[src/rtl/demux_pkg.sv]
// Shared constants for the buffered 1:2 byte demux: select encoding and default geometry.
// No logic, no latency, no flow control of its own.
package demux_pkg;
    localparam logic SEL_A     = 1'b0;
    localparam logic SEL_B     = 1'b1;
    localparam int   DEF_WIDTH = 8;
    localparam int   DEF_DEPTH = 2;
endpackage

[src/rtl/demux_1_2_buf_if.sv]
// Source and dual-destination handshake bundle for demux_1_2_buf.
// Slave modport is the demux side; master modport is the producer/consumer side.
interface demux_1_2_buf_if
    import demux_pkg::*;
#(
    parameter int WIDTH = DEF_WIDTH,
    parameter int DEPTH = DEF_DEPTH
);
    localparam int CW = $clog2(DEPTH) + 1;

    logic [WIDTH-1:0] in_data;
    logic             in_sel;
    logic             in_valid;
    logic             in_ready;
    logic [WIDTH-1:0] a_data;
    logic             a_valid;
    logic             a_ready;
    logic [WIDTH-1:0] b_data;
    logic             b_valid;
    logic             b_ready;
    logic [CW-1:0]    a_count;
    logic [CW-1:0]    b_count;

    modport slave (
        input  in_data, in_sel, in_valid, a_ready, b_ready,
        output in_ready, a_data, a_valid, b_data, b_valid, a_count, b_count
    );

    modport master (
        output in_data, in_sel, in_valid, a_ready, b_ready,
        input  in_ready, a_data, a_valid, b_data, b_valid, a_count, b_count
    );
endinterface

[src/rtl/demux_fifo.sv]
// Per-channel FIFO: registered head, push visible one cycle later; push refused when full
// even during a same-cycle pop, pop ignored when empty. Storage cleared by reset.
module demux_fifo
    import demux_pkg::*;
#(
    parameter int WIDTH = DEF_WIDTH,
    parameter int DEPTH = DEF_DEPTH
) (
    input  logic                       clk,
    input  logic                       rst,
    input  logic                       push,
    input  logic [WIDTH-1:0]           push_data,
    input  logic                       pop,
    output logic [WIDTH-1:0]           head_data,
    output logic                       full,
    output logic                       empty,
    output logic [$clog2(DEPTH):0]     count
);
    localparam int PW = $clog2(DEPTH);
    localparam int CW = PW + 1;
    localparam logic [CW-1:0] FULL_CNT = CW'(DEPTH);

    logic [WIDTH-1:0] mem_q [DEPTH];
    logic [PW-1:0]    wr_ptr_q, wr_ptr_d;
    logic [PW-1:0]    rd_ptr_q, rd_ptr_d;
    logic [CW-1:0]    count_q, count_d;
    logic             do_push, do_pop;

    assign full      = (count_q == FULL_CNT);
    assign empty     = (count_q == '0);
    assign count     = count_q;
    assign head_data = mem_q[rd_ptr_q];
    assign do_push   = push && !full;
    assign do_pop    = pop && !empty;

    always_comb begin
        wr_ptr_d = wr_ptr_q;
        rd_ptr_d = rd_ptr_q;
        count_d  = count_q;
        if (do_push) wr_ptr_d = wr_ptr_q + 1'b1;
        if (do_pop)  rd_ptr_d = rd_ptr_q + 1'b1;
        // Simultaneous push and pop leaves occupancy unchanged.
        case ({do_push, do_pop})
            2'b10:   count_d = count_q + 1'b1;
            2'b01:   count_d = count_q - 1'b1;
            default: count_d = count_q;
        endcase
    end

    always_ff @(posedge clk) begin
        if (rst) begin
            wr_ptr_q <= '0;
            rd_ptr_q <= '0;
            count_q  <= '0;
            for (int i = 0; i < DEPTH; i++) mem_q[i] <= '0;
        end else begin
            wr_ptr_q <= wr_ptr_d;
            rd_ptr_q <= rd_ptr_d;
            count_q  <= count_d;
            if (do_push) mem_q[wr_ptr_q] <= push_data;
        end
    end
endmodule

[src/rtl/demux_1_2_buf.sv]
// Buffered 1:2 demux: each word steered by in_sel into channel A or B FIFO, visible next cycle.
// in_ready follows only the selected FIFO's full flag, so a stalled channel never blocks the other.
module demux_1_2_buf
    import demux_pkg::*;
#(
    parameter int WIDTH = DEF_WIDTH,
    parameter int DEPTH = DEF_DEPTH
) (
    input  logic             clk,
    input  logic             rst,
    demux_1_2_buf_if.slave   bus
);
    logic a_full, a_empty, b_full, b_empty;
    logic push_a, push_b, accept;

    assign bus.in_ready = !rst && ((bus.in_sel == SEL_A) ? !a_full : !b_full);
    assign accept       = bus.in_valid && bus.in_ready;
    assign push_a       = accept && (bus.in_sel == SEL_A);
    assign push_b       = accept && (bus.in_sel == SEL_B);

    assign bus.a_valid  = !a_empty;
    assign bus.b_valid  = !b_empty;

    demux_fifo #(.WIDTH(WIDTH), .DEPTH(DEPTH)) u_fifo_a (
        .clk       (clk),
        .rst       (rst),
        .push      (push_a),
        .push_data (bus.in_data),
        .pop       (bus.a_ready),
        .head_data (bus.a_data),
        .full      (a_full),
        .empty     (a_empty),
        .count     (bus.a_count)
    );

    demux_fifo #(.WIDTH(WIDTH), .DEPTH(DEPTH)) u_fifo_b (
        .clk       (clk),
        .rst       (rst),
        .push      (push_b),
        .push_data (bus.in_data),
        .pop       (bus.b_ready),
        .head_data (bus.b_data),
        .full      (b_full),
        .empty     (b_empty),
        .count     (bus.b_count)
    );
endmodule

[src/flat_wrapper.sv]
// flat-port wrapper written by rule: the top's interface ports become plain ports
module demux_1_2_buf_flat import demux_pkg::*;
#(
    parameter int WIDTH = DEF_WIDTH,
    parameter int DEPTH = DEF_DEPTH
)
  (clk, rst, bus_in_data, bus_in_sel, bus_in_valid, bus_a_ready, bus_b_ready, bus_in_ready, bus_a_data, bus_a_valid, bus_b_data, bus_b_valid, bus_a_count, bus_b_count);
  demux_1_2_buf_if #(.WIDTH(WIDTH), .DEPTH(DEPTH)) bus_i ();
  input  logic clk;
  input  logic rst;
  input wire logic [$bits(bus_i.in_data)-1:0] bus_in_data;
  input wire logic [$bits(bus_i.in_sel)-1:0] bus_in_sel;
  input wire logic [$bits(bus_i.in_valid)-1:0] bus_in_valid;
  input wire logic [$bits(bus_i.a_ready)-1:0] bus_a_ready;
  input wire logic [$bits(bus_i.b_ready)-1:0] bus_b_ready;
  output wire logic [$bits(bus_i.in_ready)-1:0] bus_in_ready;
  output wire logic [$bits(bus_i.a_data)-1:0] bus_a_data;
  output wire logic [$bits(bus_i.a_valid)-1:0] bus_a_valid;
  output wire logic [$bits(bus_i.b_data)-1:0] bus_b_data;
  output wire logic [$bits(bus_i.b_valid)-1:0] bus_b_valid;
  output wire logic [$bits(bus_i.a_count)-1:0] bus_a_count;
  output wire logic [$bits(bus_i.b_count)-1:0] bus_b_count;
  assign bus_i.in_data = bus_in_data;
  assign bus_i.in_sel = bus_in_sel;
  assign bus_i.in_valid = bus_in_valid;
  assign bus_i.a_ready = bus_a_ready;
  assign bus_i.b_ready = bus_b_ready;
  assign bus_in_ready = bus_i.in_ready;
  assign bus_a_data = bus_i.a_data;
  assign bus_a_valid = bus_i.a_valid;
  assign bus_b_data = bus_i.b_data;
  assign bus_b_valid = bus_i.b_valid;
  assign bus_a_count = bus_i.a_count;
  assign bus_b_count = bus_i.b_count;
  demux_1_2_buf #(.WIDTH(WIDTH), .DEPTH(DEPTH)) u_core (.clk(clk), .rst(rst), .bus(bus_i));
endmodule
[config.mk]
export PLATFORM = sky130hd
export DESIGN_NAME = demux_1_2_buf_flat
export DESIGN_NICKNAME = d
export VERILOG_FILES = /design/src/rtl/demux_pkg.sv /design/src/rtl/demux_1_2_buf_if.sv /design/src/rtl/demux_fifo.sv /design/src/rtl/demux_1_2_buf.sv /design/src/flat_wrapper.sv
export SDC_FILE = /design/constraint.sdc
export NUM_CORES = 1
export LEC_CHECK = 0
export ABC_CLOCK_PERIOD_IN_PS = 2000
export CORE_MARGIN = 4
export CORE_UTILIZATION = 45
export DETAILED_ROUTE_END_ITERATION = 7
export GPL_TIMING_DRIVEN = 0
export PLACE_DENSITY_LB_ADDON = 0.08
export SETUP_SLACK_MARGIN = 0.2
export SLEW_MARGIN = 15
export SYNTH_ARGS = -nofsm -noshare
export SYNTH_HDL_FRONTEND = slang
export SYNTH_SLANG_ARGS = --single-unit
[constraint.sdc]
create_clock -name clk -period 2 [get_ports clk]
set_input_delay 0.3 -clock clk [delete_from_list [all_inputs] [get_ports clk]]
set_output_delay 0.3 -clock clk [all_outputs]
set_load 0.02 [all_outputs]
## Word level (Yosys, flattened, before mapping)

Memory sizes are Yosys's and may differ from the RTL's. A register that Yosys moved wholly into a read port is not among the register bits.
Cells that the tools add are included.
W data, S select, Z words.

- Equal/unequal tests: 6
- Bitwise operators: 1
- Add/sub/neg operators: 8
- Reductions and logical operators: 19
- Multiplexer cells: 21

Operators by type and width:

| cell | number |
|---|---|
| $mux W1 | 17 |
| $mux W8 | 2 |
| $reduce_or A8 Y1 | 2 |
| $eq A2 B2 Y1 const B | 4 |
| $logic_and A1 B1 Y1 | 8 |
| $pmux W2 S2 | 2 |
| $logic_not A1 Y1 | 5 |
| $add A1 B1 Y1 const B | 4 |
| $add A2 B1 Y2 const B | 2 |
| $eq A2 B1 Y1 const B | 2 |
| $logic_not A2 Y1 | 2 |
| $reduce_bool A2 Y1 | 2 |
| $sub A2 B1 Y2 const B | 2 |
| $not A1 Y1 | 1 |

- Memory bits (writable): 32
- Output and inout port bits: 23
- Memories kept: 2
- Flip-flop bits (word level): 8
- Input port bits: 14
- Logic and storage cells: 63

Memory list:

| name | depth | bits a word | rd ports | clocked after memory_dff | wr ports | line | text |
|---|---|---|---|---|---|---|---|
| u_core.u_fifo_a.mem_q | 2 | 8 | 1 | 1 | 2 | demux_fifo.sv:23 | `logic [WIDTH-1:0] mem_q [DEPTH];` |
| u_core.u_fifo_b.mem_q | 2 | 8 | 1 | 1 | 2 | demux_fifo.sv:23 |  |

## Longest topological paths before layout

Gate-level depths: netlist (run 1).

- Word-level depth: 12
- Mapped depth: 7

## Modules after synthesis

Synthesis (run 1) repeated with hierarchy kept, for this count alone.

- Cell total of the unflattened synthesis: 162
- Area, all modules: 1938.1 um^2

Modules (own cells, without submodules):

| module | area each (um^2) | sequential area each (um^2) | instances | cells each |
|---|---|---|---|---|
| demux_fifo | 935.9 | 580.6 | 2 | 78 |
| demux_1_2_buf | 66.3 | 0.0 | 1 | 6 |

## Least setup slack after synthesis (run 1)

No wires, ideal clock.

- Path type: register to register
- Start point: register u_core.u_fifo_a.count_q[0], in the netlist u_core.u_fifo_a.count[0]
- End point: memory u_core.u_fifo_a.mem_q[1][0] (netlist bit), enable pin
- Arrival time: 1683 ps
- Library setup time: 398 ps
- Setup slack: -81 ps
- Cell stages (with the launch flop): 3
- Period minus slack after synthesis: 2081 ps
- Cells stage by stage: dfxtp_1 -> nor2b_1 -> o41ai_1

RTL lines:

| element | line | text |
|---|---|---|
| start: declaration | demux_fifo.sv:26 | `logic [CW-1:0] count_q, count_d;` |
| start signal: assignment | demux_fifo.sv:59 | `count_q <= count_d;` |
| end: declaration | demux_fifo.sv:23 |  |

## Worst setup path after layout (run 1)

- Start point: input port rst
- End point: output port bus_in_ready

- Cells in the longest elaborated chain, start to end: 2

Ends and longest elaborated chain:

| element | line | text |
|---|---|---|
| start: declaration | flat_wrapper.sv:10 | `input logic rst;` |
| $logic_not A1 Y1 | demux_1_2_buf.sv:16 | `assign bus.in_ready = !rst && ((bus.in_sel == SEL_A) ? !a_full : !b_full);` |
| $logic_and A1 B1 Y1 | demux_1_2_buf.sv:16 |  |
| end: declaration | flat_wrapper.sv:16 | `output wire logic [$bits(bus_i.in_ready)-1:0] bus_in_ready;` |

No other way between the ends.

==> impl_results.md, run 1 <==
- Status: finished, final reports clean
- Max Clk Rate: about 560 MHz
- Final setup violation count: 0
- Core ar.: 4058 sq um
- Register area share after synthesis: around three fifths
- First-pass GRT wire length: around 6000 microns
- Post-synthesis register bit count: 42
- Gate Count Post-Synth: 145
- Unrepaired setup endpoints after global routing: true
- Number of nets with antenna violations after routing: 0
- Ant. Diodes: 0
- Sequential share of power: roughly 44%
- Min Tclk post-route: roughly 1800 ps
- Startpoint Class: primary input
- Hold Buf Count CTS: 0
- Final core occ: approximately 63%
- Crit path arrival time: between 1000 and 1500 ps
- Detailed placement HPWL: roughly 2700 microns
- DIE HEIGHT: around 73 microns
- Port Buffers: 35
- Syn nets: between 150 and 200
- Detailed Route Iter0 Violations: 36
- VDD IR-drop max: roughly 780 uV
- Drt via density: ~5.1
- Clock Power Share: 32.3%
- CP max FO: 10
- Layout area overhead: 33.49%
- Post-placement cell area: roughly 2400 sq um
- CTS Sinks: 42
- Top cell type's share of synthesized area: roughly 50%
- Vias in the first global route: about 1.4k
- Die Width: approximately 73 microns
- Synth cell count leaders: edfxtp_1, and2_1, mux2_2
- EDFF count, synth: 32
- H-tree Lvls: 2
- P_int: 0.001784 W
- Hold Fails Final Rpt: 0
- Synth area leaders: edfxtp_1, dfxtp_1, mux2_2
- CTS tree: done
- Reg clk slew, reported paths: about 80 ps
- Syn Std Cell Area: roughly 1900 sq um
- WL/cell: about 16 microns
- Synth cell types: 27
- Most common cell in the netlist: edfxtp_1
- Clock buffer depth: 2
- # rows: 23
- Relative max-transition margin: between 60% and 70%
- Pwr Density: about 940 nW/um^2
- Worst min path class: primary input to flop
- CTS Root Buffer Type: clkbuf_8
- Drt pass-1 iters: 4
- Clk_lat worst skew: between 200 and 300 ps
- GR Overflow Total: 0
- Nets: between 200 and 250
- Worst Clk Skew: roughly 2.9 ps
- Leakage power: 1.027 nW
- WL final: 3897 microns
- Crit end category: output port
- Max Slew Vio Count: 0
- Yosys warnings: 0
- Fin area: between 2000 and 3000 sq um
- Worst Hold Slack: roughly 500 ps
- Least-Margin Pin Slew: roughly 480 ps
- Final period util: ~90%
- Die ar.: ~5400 sq um
- Cells on worst reg2reg path: 3
- GP Congestion: around 0.73
- # IOs: 37
- Total global-route track usage: 15.45%
- Power share of the combinational group: 23.6%
- Residual DRC count: 0
- Switch Pwr: 0.0006282 W
- Initial core utilization: between 40% and 50%
- Maxcap violations: 0
- Worst setup path class: primary input to output port
- DR vias: 1236
- Mapped Avg Cell Area: 13.22 sq um
- Initial antenna violation count: 0
- CP required: ~1700 ps
- Pin count of the biggest net entering global routing: 14
- Async SR Flop Fraction: 0%
- Most used DFF post-synth: edfxtp_1
- Yosys top cell by area: edfxtp_1
- CTS buffer count: 5
- Share of layout cells above drive strength 1: 28.50%
- Hold path cells: 3
- R2R setup slack: roughly 280 ps
- Switching share of power: between 20% and 30%
[logic make-up after synthesis]
kind of cell,Yosys count,share of synthesized area (%)
buffers and inverters,9,1.892
xor gates and xnor gates,6,2.741
DFF,42,60.57
adders and majority gates,2,1.305
muxes,16,9.399
and+or+nand+nor,57,19.58
AOI/OAI and AO/OA,13,4.504
[placed cells by master (no fill, tap or decap), types with 4 or more instances in the layout]
cell / n
edfxtp_1: 32
clkdlybuf4s50_1: 15
dfxtp_1: 8
buf_4: 7
clkbuf_8: 5
and2_1: 25
dlygate4sd2_1: 10
clkdlybuf4s15_1: 8
nor2_1: 8
mux2_2: 16
and2_2: 8
xnor2_1: 4
[power by group through the flow]
| stage | registers (W) | logic [W] | clock network (W) |
|---|---|---|---|
| after detailed placement | 0.00108 | 0.000584 | 0 |
| after global routing | 0.00107 | 0.000615 | 0.000831 |
| after floorplan | 0.00109 | 0.000329 | 0 |
| after global placement | 0.00107 | 0.000561 | 0 |
| final | 0.00107 | 0.000569 | 0.000778 |
| after CTS | 0.00106 | 0.000548 | 0.000792 |
[sequential cells by signal, indices dropped and copies added (netlist names), named ones only]
register / flops
u_core.u_fifo_a.rd_ptr_q: 1
u_core.u_fifo_b.mem_q: 16
u_core.u_fifo_a.count: 2
u_core.u_fifo_b.rd_ptr_q: 1
u_core.u_fifo_a.mem_q: 16
u_core.u_fifo_b.wr_ptr_q: 1
u_core.u_fifo_b.count: 2
u_core.u_fifo_a.wr_ptr_q: 1
[cell type report]
cell class	instances	area [sq um]
inverters	4	15.01
plain buffers	5	32.53
clock buffers	5	68.82
clock inverters	3	63.81
multi-input cells	94	779.5
flip-flops and latches	42	1164
repair buffers	40	372.9
well taps	50	62.56
fillers	318	1499
[path summary, 6_finish.rpt]
check	to	from
worst max-delay path	bus_in_ready	rst
worst min-delay path	u_core.u_fifo_b.wr_ptr_q	bus_in_valid
worst max register to register	u_core.u_fifo_a.mem_q[1][0]	u_core.u_fifo_a.wr_ptr_q
worst min register to register	flop	u_core.u_fifo_b.rd_ptr_q
[per-layer routing]
| layer | vias up | part of all wire (%) | global-route usage (%) |
|---|---|---|---|
| li1 | 608 | - | - |
| met1 | 591 | 40 | 17.49 |
| met2 | 31 | 53 | 27.11 |
| met3 | 6 | 5.4 | 5.335 |
| met4 | 0 | 1.3 | 4.918 |
| met5 | - | 0 | 0 |
[metrics by stage]
step | worst slack [ps] | setup TNS [ps] | total power [W] | std cells
after floorplan | -30.49 | -487.8 | 0.001416 | 145
after global placement | -771.0 | -15890 | 0.001635 | 230
after detailed placement | -400.2 | -6425 | 0.001663 | 232
after CTS | 114.6 | 0 | 0.002402 | 240
after global routing | 142.2 | 0 | 0.002521 | 243
final | 212.2 | 0 | 0.002413 | 243
[what timing repair did]
action                                 CTS  global route
gates cloned                             0             0
setup buffers                            0             3
endpoints found under the hold margin    0             0
setup endpoints to repair               44            44
resized for setup                       26            23
[worst max-delay path: stages]
cell and delay, ps:
clkdlybuf4s50_1 470, clkbuf_4 230, inv_2 180, o21a_1 150, clkbuf_2 160
Note: power is estimated with default switching activity, not from simulation.
==> run 2: changes to the inputs <==
--- a/config.mk
+++ b/config.mk
@@ -16,3 +16,4 @@
 export SYNTH_ARGS = -nofsm -noshare
 export SYNTH_HDL_FRONTEND = slang
 export SYNTH_SLANG_ARGS = --single-unit
+export TNS_END_PERCENT = 50
==> impl_results.md, run 2 (synthesis results as in run 1) <==
- Status: finished, final reports clean
- Min Tclk post-route: 1850 ps (+62.29 ps)
- Crit path arrival time: 1850 ps (+360 ps)
- WP buf/inv: 3 (-1)
- Final period util: 92.50% (+3.1 points)
- Total Power: 0.002143 W (-11%)
- Detailed Route Iter0 Violations: 57 (+58%)
- Number of nets with antenna violations after routing: 0 (unchanged)
- Drt pass-1 iters: 4 (unchanged)
- First-pass GRT wire length: 5975 microns (-2.7%)
- P_int: 0.001543 W (-14%)
- Delay-heaviest family, CP: buffers and inverters
- CTS tree: done
- CP max FO: 5 (-5)
- Clock Power Share: 23.7% (-8.6 points)
- Crit end category: flop
- Clk_lat worst skew: 290 ps (about the same)
- Share of layout cells above drive strength 1: 28.87% (+0.37 points)
- Worst min path class: flop to flop
- Ant. Diodes: 0 (unchanged)
- Power share of the combinational group: 26.5% (+2.9 points)
- Final setup margin: 150.0 ps (-62.29 ps)
- WL final: 3709 microns (-4.8%)
- Final core occ: 61.61% (-1.4 points)
- Max Slew Vio Count: 0 (unchanged)
- Detailed placement HPWL: 2639 microns (-2.2%)
- Pwr Density: 857.4 nW/um^2 (-9.1%)
- Residual DRC count: 0 (unchanged)
- Largest registers: u_core.u_fifo_a.mem_q: 16 flops, u_core.u_fifo_b.mem_q: 16 flops
- CP required: 2000 ps (+300 ps)
- Die Width: 73.27 microns (unchanged)
- Nets: 209 (+0.48%)
- CTS buffer count: 5 (unchanged)
- Worst setup path class: primary input to flop
- Pre-CTS setup slack: -384.8 ps (+15.38 ps)
- Switching share of power: 28.01% (+2.0 points)
- DR vias: 1210 (-2.1%)
- Fin area: 2500 sq um (-2.3%)
- CTS Sinks: 42 (unchanged)
- Most frequent cells in the layout: edfxtp_1, and2_1, clkdlybuf4s50_1
- Die ar.: 5368 sq um (unchanged)
- Unrepaired setup endpoints after global routing: true
- Layout area overhead: 30.42%
- CP max-delay cell: o41ai_2
- # IOs: 37 (unchanged)
- Startpoint Class: primary input
- Initial core utilization: 47.24% (unchanged)
- Reg clk slew, reported paths: 70 ps (about the same)
- WL/cell: 15.20 microns (-5.2%)
- GR Overflow Total: 0 (unchanged)
- Most common cell after layout, fill and taps aside: edfxtp_1
- Core ar.: 4058 sq um (unchanged)
- Total global-route track usage: 15.17% (-0.28 points)
- Final setup violation count: 0 (unchanged)
- Hold Fails Final Rpt: 0 (unchanged)
- Pin count of the biggest net entering global routing: 13 (-1)
- Maxcap violations: 0 (unchanged)
- Clock buffer depth: 2 (unchanged)
- Max Clk Rate: 540.5 MHz (-3.4%)
- CTS Root Buffer Type: clkbuf_8
- DIE HEIGHT: 73.27 microns (unchanged)
- Least-Margin Pin Slew: 673.2 ps (+189.6 ps)
- Leakage power: 1.014 nW (-1.2%)
- Sequential share of power: 49.8% (+5.6 points)
- Worst Clk Skew: 5.788 ps (+2.902 ps)
- Port Buffers: 35 (unchanged)
- Post-placement cell area: 2355 sq um (-0.32%)
- Switch Pwr: 0.0006005 W (-4.4%)
- Cells along the critical path: clkdlybuf4s50_1 -> inv_1 -> o41ai_2 -> buf_2
- H-tree Lvls: 2 (unchanged)
- Vias in the first global route: 1271 (-6.0%)
- VDD IR-drop max: 493.7 uV (-36%)
- GP Congestion: 0.7328 (+0.55%)
- Drt via density: 4.959 (-2.5%)
- CP peak stage delay: 630 ps (+160 ps)
- Initial antenna violation count: 0 (unchanged)
- Relative max-transition margin: 54.63% (-13 points)
- # rows: 23 (unchanged)
==> run 2: changes by cell type in the layout (fill, tap and decap cells not counted), moves of 2 or more <==
cell             delta
buf_4               -4
o41ai_4             -2
bufinv_16           -2
clkdlybuf4s50_1     +2
clkdlybuf4s15_1     -8
clkbuf_1            +2
o41ai_2             +2
clkbuf_4            +2
dlygate4sd2_1       +6
buf_2               +2
==> run 2: layout make-up <==
class / count / area, sq um
multi-input combinational: 94 / 764.5
clock inverter: 1 / 3.754
inverter: 4 / 15.01
timing repair buffer: 41 / 380.4
clock buffer: 7 / 76.32
tap: 50 / 62.56
buffer: 5 / 32.53
sequential: 42 / 1165
fill: 334 / 1558
==> run 2: worst paths after layout <==
path	slack (ps)	startpoint	depth (start not counted)	endpoint
worst min register to register	520	u_core.u_fifo_a.rd_ptr_q	2	flop
worst max register to register	210	u_core.u_fifo_a.wr_ptr_q	3	u_core.u_fifo_a.mem_q[1][2]
worst max-delay path	150	bus_in_valid	4	u_core.u_fifo_a.mem_q[0][5]
worst min-delay path	520	u_core.u_fifo_a.rd_ptr_q	2	flop
==> run 2: through the flow <==
step           instances  hold WS, ps  setup TNS (ps)
3_5_place_dp         232        501.8           -6819
3_3_place_gp         230        501.5          -17010
2_1_floorplan        145        480.9           -1293
6_report             244        515.4               0
4_1_cts              240        473.1               0
5_1_grt              244        538.0               0
==> run 2: routing by layer <==
layer	wire length [microns]	track usage, %
met5	0	0
met3	216	4.378
met2	1926	25.62
met1	1506	18.33
met4	60	5.533
==> run 2: worst register-to-register path, stage by stage, from the launching register on <==
cell     delay (ps)
dfxtp_1         440
inv_1           130
o41ai_2         650
buf_2           280
==> run 2: what timing repair did <==
action | CTS | global route
buffers inserted | 0 | 4
hold endpoints to repair | 0 | 0
endpoints found under the setup margin | 45 | 46
hold buffers | 0 | 0
gates resized for setup | 27 | 13
==> run 2: power by group through the flow <==
stage	registers [W]	logic (W)	clock network, W
detailed placement	0.00108	0.000579	0
global placement	0.00107	0.000559	0
CTS	0.00106	0.000553	0.000529
global route	0.00108	0.000614	0.000563
floorplan	0.00109	0.000327	0
finish	0.00107	0.000568	0.000507
==> run 3: changes to the inputs <==
--- a/config.mk
+++ b/config.mk
@@ -5,7 +5,6 @@
 export SDC_FILE = /design/constraint.sdc
 export NUM_CORES = 1
 export LEC_CHECK = 0
-export ABC_CLOCK_PERIOD_IN_PS = 2000
 export CORE_MARGIN = 4
 export CORE_UTILIZATION = 45
 export DETAILED_ROUTE_END_ITERATION = 7
==> results of run 3 <==
Same layout as run 2: the final DEF is identical, and so are final timing and power.
